**config.mk**
```make
export PLATFORM = sky130hd
export DESIGN_NAME = uart_receive_datapath
export DESIGN_NICKNAME = d
export VERILOG_FILES = /design/src/rtl/uart_receive_datapath.sv
export SDC_FILE = /design/constraint.sdc
export NUM_CORES = 1
export LEC_CHECK = 0
export CORE_ASPECT_RATIO = 1.2
export CORE_MARGIN = 1
export CORE_UTILIZATION = 42
export CTS_CLUSTER_DIAMETER = 150
export DETAILED_ROUTE_END_ITERATION = 12
export PLACE_DENSITY = 0.63
export SYNTH_ARGS = -nofsm -noshare
export SYNTH_HDL_FRONTEND = slang
export SYNTH_SLANG_ARGS = --single-unit
```
**constraint.sdc**
```tcl
create_clock -name pclk -period 3.95 [get_ports pclk]
set_input_delay 0.79 -clock pclk [delete_from_list [all_inputs] [get_ports pclk]]
set_output_delay 0.79 -clock pclk [all_outputs]
set_load 0.005 [all_outputs]
```
**src/rtl/uart_receive_datapath.sv**
```systemverilog
// UART receive data path: frame shift register, bit counter, parity/stop
// evaluation and a show-ahead RX FIFO of {bi, fe, pe, data[7:0]} entries.
module uart_receive_datapath #(
  parameter int FIFO_DEPTH = 16
) (
  input  logic        pclk,
  input  logic        preset,
  input  logic        rx_data,
  input  logic        receive_shift_en,
  input  logic        receive_frame_counter_en,
  input  logic        receive_frame_counter_clear,
  input  logic        error_check,
  input  logic        uart_break,
  input  logic        receive_load_en,
  input  logic [1:0]  wls,
  input  logic        pen,
  input  logic        eps,
  input  logic        fifo_rst,
  input  logic        rx_fifo_rd_en,
  input  logic        ovr_clr,
  output logic        receive_done,
  output logic        all_zero,
  output logic [10:0] rx_fifo_rdata,
  output logic        rx_fifo_empty,
  output logic        rx_fifo_full,
  output logic [6:0]  rx_fifo_level,
  output logic        rx_overrun
);

  localparam int ENTRY_W = 11;
  localparam int AW      = (FIFO_DEPTH > 1) ? $clog2(FIFO_DEPTH) : 1;

  logic [3:0]         bit_cnt_q, bit_cnt_d;
  logic [9:0]         shreg_q, shreg_d;
  logic [1:0]         wls_q, wls_d;
  logic               pen_q, pen_d;
  logic               eps_q, eps_d;
  logic [9:0]         hold_q, hold_d;
  logic               break_q, break_d;
  logic [AW-1:0]      wr_ptr_q, wr_ptr_d;
  logic [AW-1:0]      rd_ptr_q, rd_ptr_d;
  logic [6:0]         level_q, level_d;
  logic               ovr_q, ovr_d;
  logic [ENTRY_W-1:0] mem_q [FIFO_DEPTH];

  logic [3:0]         word_len_s;
  logic [3:0]         frame_len_s;
  logic [9:0]         frame_mask_s;
  logic [7:0]         word_mask_s;
  logic [7:0]         data_s;
  logic               pe_s;
  logic               fe_s;
  logic               full_s;
  logic               empty_s;
  logic               push_s;
  logic               pop_s;
  logic               ovr_set_s;
  logic [ENTRY_W-1:0] entry_s;

  // Frame geometry always follows the configuration latched at the first bit
  always_comb begin
    word_len_s   = {2'b00, wls_q} + 4'd5;
    frame_len_s  = word_len_s + {3'b000, pen_q} + 4'd1;
    frame_mask_s = ~(10'h3FF << frame_len_s);
    word_mask_s  = ~(8'hFF << word_len_s);
    data_s       = shreg_q[7:0] & word_mask_s;
    pe_s         = pen_q & (^data_s ^ shreg_q[word_len_s] ^ ~eps_q);
    fe_s         = ~shreg_q[frame_len_s - 4'd1];
  end

  always_comb begin
    bit_cnt_d = bit_cnt_q;
    shreg_d   = shreg_q;
    wls_d     = wls_q;
    pen_d     = pen_q;
    eps_d     = eps_q;
    hold_d    = hold_q;

    if (receive_frame_counter_clear) begin
      bit_cnt_d = 4'd0;
    end else if (receive_frame_counter_en && (bit_cnt_q < frame_len_s)) begin
      bit_cnt_d = bit_cnt_q + 4'd1;
    end else begin
      bit_cnt_d = bit_cnt_q;
    end

    // First bit of a frame starts a clean register and freezes the format
    if (receive_shift_en) begin
      if (bit_cnt_q == 4'd0) begin
        shreg_d = {9'b0_0000_0000, rx_data};
        wls_d   = wls;
        pen_d   = pen;
        eps_d   = eps;
      end else if (bit_cnt_q < 4'd10) begin
        shreg_d[bit_cnt_q] = rx_data;
      end else begin
        shreg_d = shreg_q;
      end
    end else begin
      shreg_d = shreg_q;
    end

    if (error_check) begin
      hold_d = {fe_s, pe_s, data_s};
    end else begin
      hold_d = hold_q;
    end
  end

  always_comb begin
    full_s    = (level_q == 7'(FIFO_DEPTH));
    empty_s   = (level_q == 7'd0);
    push_s    = receive_load_en & ~fifo_rst & (~full_s | rx_fifo_rd_en);
    pop_s     = rx_fifo_rd_en & ~empty_s & ~fifo_rst;
    ovr_set_s = receive_load_en & full_s & ~rx_fifo_rd_en & ~fifo_rst;
    entry_s   = {break_q, hold_q};
    break_d   = uart_break | (break_q & ~push_s);
    ovr_d     = ovr_set_s | (ovr_q & ~ovr_clr);

    if (fifo_rst) begin
      wr_ptr_d = '0;
      rd_ptr_d = '0;
      level_d  = 7'd0;
    end else begin
      wr_ptr_d = push_s ? wr_ptr_q + AW'(1) : wr_ptr_q;
      rd_ptr_d = pop_s  ? rd_ptr_q + AW'(1) : rd_ptr_q;
      level_d  = level_q + {6'd0, push_s} - {6'd0, pop_s};
    end
  end

  always_ff @(posedge pclk) begin
    if (preset) begin
      bit_cnt_q <= 4'd0;
      shreg_q   <= 10'd0;
      wls_q     <= 2'b00;
      pen_q     <= 1'b0;
      eps_q     <= 1'b0;
      hold_q    <= 10'd0;
      break_q   <= 1'b0;
      wr_ptr_q  <= '0;
      rd_ptr_q  <= '0;
      level_q   <= 7'd0;
      ovr_q     <= 1'b0;
    end else begin
      bit_cnt_q <= bit_cnt_d;
      shreg_q   <= shreg_d;
      wls_q     <= wls_d;
      pen_q     <= pen_d;
      eps_q     <= eps_d;
      hold_q    <= hold_d;
      break_q   <= break_d;
      wr_ptr_q  <= wr_ptr_d;
      rd_ptr_q  <= rd_ptr_d;
      level_q   <= level_d;
      ovr_q     <= ovr_d;
    end
  end

  // Storage needs no reset: the read port is forced to zero while empty
  always_ff @(posedge pclk) begin
    if (push_s) begin
      mem_q[wr_ptr_q] <= entry_s;
    end
  end

  assign receive_done  = (bit_cnt_q == frame_len_s);
  assign all_zero      = ~|(shreg_q & frame_mask_s);
  assign rx_fifo_rdata = empty_s ? {ENTRY_W{1'b0}} : mem_q[rd_ptr_q];
  assign rx_fifo_empty = empty_s;
  assign rx_fifo_full  = full_s;
  assign rx_fifo_level = level_q;
  assign rx_overrun    = ovr_q;

endmodule
```
Word level (Yosys, flattened, before mapping). Memory sizes are Yosys's and may differ from the RTL's. A register that Yosys moved wholly into a read port is not among the register bits. Cells that the tools add are included. Widths: inputs -> output; s select.

Memories kept: 1. Bits in writable memories: 176. Flip-flop bits (word level): 45. Word-level logic and storage cells: 84.

Equality and inequality tests: 2. Muxes and demuxes: 14. Reduce and logical (&&, ||, !) cells: 12. $lt $le $gt $ge: 6. Add/subtract/negate cells: 9. Shifts and indexed selects: 2. Bitwise operators: 27.

Memory list: mem_q (words 16, width 11, rd ports 1, clocked after memory_dff 1, wr ports 1, RTL line 44) `logic [ENTRY_W-1:0] mem_q [FIFO_DEPTH];`.

Operator list (number): $mux 10 (2); $add 4x1->4 const B (4); $lt 4x5->1 const B (3); $mux 11 (1); $and 1x1->1 (10); $and 10x10->10 (1); $bwmux 10 (1); $not 10->10 (1); $reduce_or 10->1 (1); $shl 10x4->10 const A (1); $and 8x8->8 (1); $bmux 1 s4 (2); $mux 4 (2); $not 1->1 (8); $not 8->8 (1); $reduce_xor 8->1 (1); $shl 8x4->8 const A (1); $add 7x1->7 (1); $eq 7x5->1 const B (1); $logic_not 7->1 (1); $sub 7x1->7 (1); $mux 1 (5); $add 2x3->4 const B (1); $add 4x1->4 (1); 14 further kinds (20).

Depth between registers and ports, before layout.
Word-level depth: 8. Gate-level depth with buffers: 15. Gate-level depth less buffers: 15.

Worst setup path before layout. Ideal clock, no wire load.

Kind: reg2reg. Start: reg level_q[2], in the netlist rx_fifo_level[2]. End: reg level_q[6], in the netlist rx_fifo_level[6]. Required time: 3.879 ns. Arrival time: 2.871 ns. Buffers on the path: 0. Library setup time: 0.071 ns. Slack: 1.008 ns. Clock period less this slack: 2.942 ns. Cell stages (with the launch flop): 16. Path through: dfxtp_1 > inv_1 > ha_1 > nor4b_1 > and2_1 > nand2b_1 > xnor2_1 > nor2_1 > ha_1 > fa_1 > a21oi_1 > o21bai_1 > a21oi_1 > nor2_1 > or3_1 > a21oi_1.

Cells in the longest elaborated chain, start to end: 6.

RTL lines: start: declaration (RTL line 42) `logic [6:0] level_q, level_d;`; start signal: assignment (RTL line 154) `level_q <= level_d;`; $eq 7x5->1 (RTL line 111) `full_s = (level_q == 7'(FIFO_DEPTH));`; $not 1->1 (RTL line 113) `push_s = receive_load_en & ~fifo_rst & (~full_s | rx_fifo_rd_en);`; $or 1x1->1 (RTL line 113); $and 1x1->1 (RTL line 113); $add 7x1->7 (RTL line 127) `level_d = level_q + {6'd0, push_s} - {6'd0, pop_s};`; $sub 7x1->7 * (RTL line 127).

Mark *: on every way between the ends. The rest lies on a longest branch, timed or not. A chain may end at the register's enable or synchronous reset.

Worst setup path in the final report.
Start: reg wls_q[0]. End: out all_zero.

Cells in the longest elaborated chain, start to end: 8.

RTL lines: start: declaration (RTL line 35) `logic [1:0] wls_q, wls_d;`; start signal: assignment (RTL line 147) `wls_q <= wls_d;`; $add 2x3->4 (RTL line 62) `word_len_s = {2'b00, wls_q} + 4'd5;`; $add 4x1->4 (2 in a row) (RTL line 63) `frame_len_s = word_len_s + {3'b000, pen_q} + 4'd1;`; $shl 10x4->10 (RTL line 64) `frame_mask_s = ~(10'h3FF << frame_len_s);`; $not 10->10 (RTL line 64); $and 10x10->10 (RTL line 167) `assign all_zero = ~|(shreg_q & frame_mask_s);`; $reduce_or 10->1 (RTL line 167); $logic_not 1->1 (RTL line 167); end: declaration (RTL line 22) `output logic all_zero,`.

Every way passes these cells.

==> impl_results.md <==
- Status: complete, no violations
- Crit-path leading delay family: adder cells
- Top Layer Used: met4
- Total track usage: 16.5%
- Seq pwr share: between 40% and 50%
- Metal-1 WL: 7.80 mm
- IR drop worst, VDD: 0.347 mV
- Area grow syn2layout: 16.1%
- Mux contribution to synthesized area: 15.4%
- PD cells: 513 mW/mm2
- Starting DRT DRC Count: about 380
- Initial Util: between 40 and 50%
- Fin Setup TNS: 0 ns
- Multi-input gate area: just over 0.003 mm2
- Die Span Y: 167 um
- Die width: approximately 140 um
- Synth area leaders: edfxtp_1, mux4_2, dfxtp_1
- Crit. End Element: output pin
- Total clock sinks: 225
- Cts bufs inserted: 23
- Pwr Total: 5.70 mW
- Fin crit share: ~97%
- WL met3: 765 um
- Syn. warnings: 0
- Residual DRC: 0
- Clk pwr share: 36.0%
- H-tree levels: 1
- Number of global-route vias before repair: 5,232
- Final hold vios: 0
- Synth Area in XOR/XNOR: 1.97%
- Share of the synthesized area in the top cell type: 55.2%
- Unrepaired setup endpoints after global routing: false
- Maximum root-to-sink buffer count: 3
- Fin nets: 691
- First-pass GRT wire length: 29.7 mm
- Worst-margin pin slew: around 0.73 ns
- Syn_area_per_cell: around 16 um2
- Highest-delay cell along the critical path: fa_2
- Switch Pwr: 1.40 mW
- Worst skew pair latency: 0.49 ns
- Achievable Freq: 0.262 GHz
- WL final: 18.4 mm
- Placed instance area: 0.0104 mm2
- Hold Slack: 0.506 ns
- Congestion Overflow GR: 0
- Clock Skew: 0.0140 ns
- Final setup violating endpoints: 0
- Largest family of logic cells by synthesized area: multiplexers
- Initial antenna violation count: 0
- Max stage delay on crit path: 0.55 ns
- DP Cell Count: approximately 900
- Row Count: 60
- Worst Path Required: 3.16 ns
- Post-synthesis compound-gate area fraction: 2.69%
- I/O Pins: 39
- RePlAce Congestion: ~0.83
- Synth cell types: 43
- Detailed Routing Iterations Pass 1: 4
- Ratio of cells with drive above 1 in the final layout: 20.5%
- CP Max Fanout: 6
- Clk pin slew, worst setup/hold paths: 0.06 ns
- Post-Synth Adder-Cell Area: 4.34%
- Syn nets: 628
- Leakage power total: ~3.7 nW
- Commonest cells after routing, fill and taps aside: edfxtp_1, mux4_2, nor2_1
- Seq. cell area: 0.00627 mm2
- PortBufs: 38
- Max cap viols: 0
- Minimum clock period: 3.82 ns
- Synth Register Bits: 225
- Critical path arrival: 3.03 ns
- Via count: between 5,000 and 6,000
- Core area: about 0.022 mm2
- Most used cell, CP: ha_1
- Startpoint types: flip-flop
- DP HPWL: 12.0 mm
- Post-Syn Area: 0.00957 mm2
- Cells after Synth: 580
- Slew HR: 50.9%
- Per-cell routed wire length: 19.6 um
- Cell Chain, Critical Path: ha_1, fa_2, ha_1, ha_1, inv_1, a221oi_2, nor2_1, o22ai_1, and4_1, clkdlybuf4s50_1
- Switching Share: 24.5%
- Largest net degree at the start of global routing: 33
- CP Buf/Inv Count: 2
- Crit path kind: reg -> out
- Met2 WL: 9.53 mm
- Number of vias per cell: about 5.4
- Hold crit path type: reg -> reg
- Die ar.: 0.0234 mm2
- Post-detailed-route count of antenna-violating nets: 0
- Fill cell total of the finished layout: 1,868
- Final Slew Violations: 0
- Sequential area share after synthesis: 65.5%
- Commonest non-fill, non-tap cell in the layout: edfxtp_1
- Cell-internal power: between 4 and 5 mW
- # diodes: 0
- Area fraction in and, or, nand and nor cells after synthesis: about 7.6%
- Comb pwr share: a little under a fifth
- Post-Layout Inst Area: around 0.011 mm2
- Finished Layout Cells: 938
- Post-synth top area cell: edfxtp_1
- Clock Root Buffer: clkbuf_16
- TritonCTS clock tree: built
[state kept, by name, indices dropped and copies added, names as in the netlist, named ones only]
name and flops:
bit_cnt_q 4, break_q 1, eps_q 1, hold_q 10, mem_q 176, pen_q 1
rd_ptr_q 4, rx_fifo_level 7, rx_overrun 1, shreg_q 10, wls_q 2, wr_ptr_q 4
[path summary, 6_finish.rpt]
check / start / to / slack [ns] / cells after the start
setup / recovery: wls_q[0] / all_zero / 0.13 / 10
hold / removal: rd_ptr_q[1] / flip-flop / 0.51 / 2
setup reg to reg: rx_fifo_level[2] / rx_fifo_level[6] / 0.75 / 15
hold reg to reg: rd_ptr_q[1] / flip-flop / 0.51 / 2
[final cells by class]
| cell class | instances | area share [%] |
|---|---|---|
| Clock buffer | 29 | 5.56 |
| Multi-Input combinational cell | 304 | 27.7 |
| Inverter | 27 | 0.912 |
| Clock inverter | 12 | 0.867 |
| Timing Repair Buffer | 62 | 5.38 |
| Tap cell | 279 | 3.14 |
| Sequential cell | 225 | 56.5 |
[cells in the mapped netlist]
cell type and number:
edfxtp_1 176, mux4_2 58, nor2_1 54, dfxtp_1 49
ha_1 30, inv_1 27, a21oi_1 21, nand2_1 17
mux2i_1 16, xnor2_1 14, o21ai_0 11, nor2b_1 10
nor2b_4 10, nand2b_1 9, buf_1 8, clkbuf_1 8
nor3_1 8, a22oi_1 5, nand3_1 5, xor2_1 5
buf_6 4, and4_1 3, nand4_1 3, a211oi_1 2
and2_1 2, and3b_1 2, buf_2 2, fa_1 2
nand3b_1 2, nor3b_1 2, o21bai_1 2, or3_1 2
a21o_1 1, a221oi_1 1, and3_1 1, buf_8 1
clkbuf_2 1, mux2_2 1, nor4b_1 1, o211ai_1 1
o22ai_1 1, or2_2 1, xnor3_1 1
[worst register-to-register path: cells and delay by family, from the launching register on]
kind / cells / cell delay, ns
AO/OA/AOI/OAI: 4 / 0.56
XOR/XNOR: 1 / 0.13
adder cells (fa/ha/maj): 3 / 0.76
buffers and inverters: 1 / 0.08
flip-flops: 1 / 0.34
AND/OR/NAND/NOR: 6 / 1.25
[metrics by stage]
| stage | util [%] | setup slack (ns) |
|---|---|---|
| 6_report | 49.7 | 0.129 |
| 3_3_place_gp | 46.3 | 0.534 |
| 3_5_place_dp | 46.3 | 0.385 |
| 2_1_floorplan | - | 1.01 |
| 4_1_cts | 49.6 | 0.00843 |
| 5_1_grt | 49.7 | 0.00420 |
[power by group through the flow]
stage               combinational [mW]  sequential, mW  clock, mW
floorplan                        0.684            2.65          0
global placement                  1.03            2.66          0
finish                            1.04            2.61       2.05
CTS                               1.06            2.61       2.09
detailed placement                1.05            2.66          0
global route                      1.14            2.62       2.19
[layer usage]
layer  vias to the layer above  global-route usage [%]
li1                       2328                       -
met4                         0                    4.35
met5                         -                       0
met3                        24                    2.20
met1                      2574                    21.5
met2                       104                    29.0
[repair_timing]
action	CTS	global route
pin swaps	1	3
setup buffers	1	1
setup endpoints to repair	1	1
hold buffers	0	0
gates resized for setup	4	1
[cell families (layout without fill, tap and decap cells)]
logic type      Yosys count  in the layout
compound gates           45             45
xor+xnor                 20             20
fa+ha+maj                32             32
buf+inv                  51            130
flops                   225            225
mux                      75             75
simple gates            132            132
No activity file was read; power rests on OpenSTA's default activity.
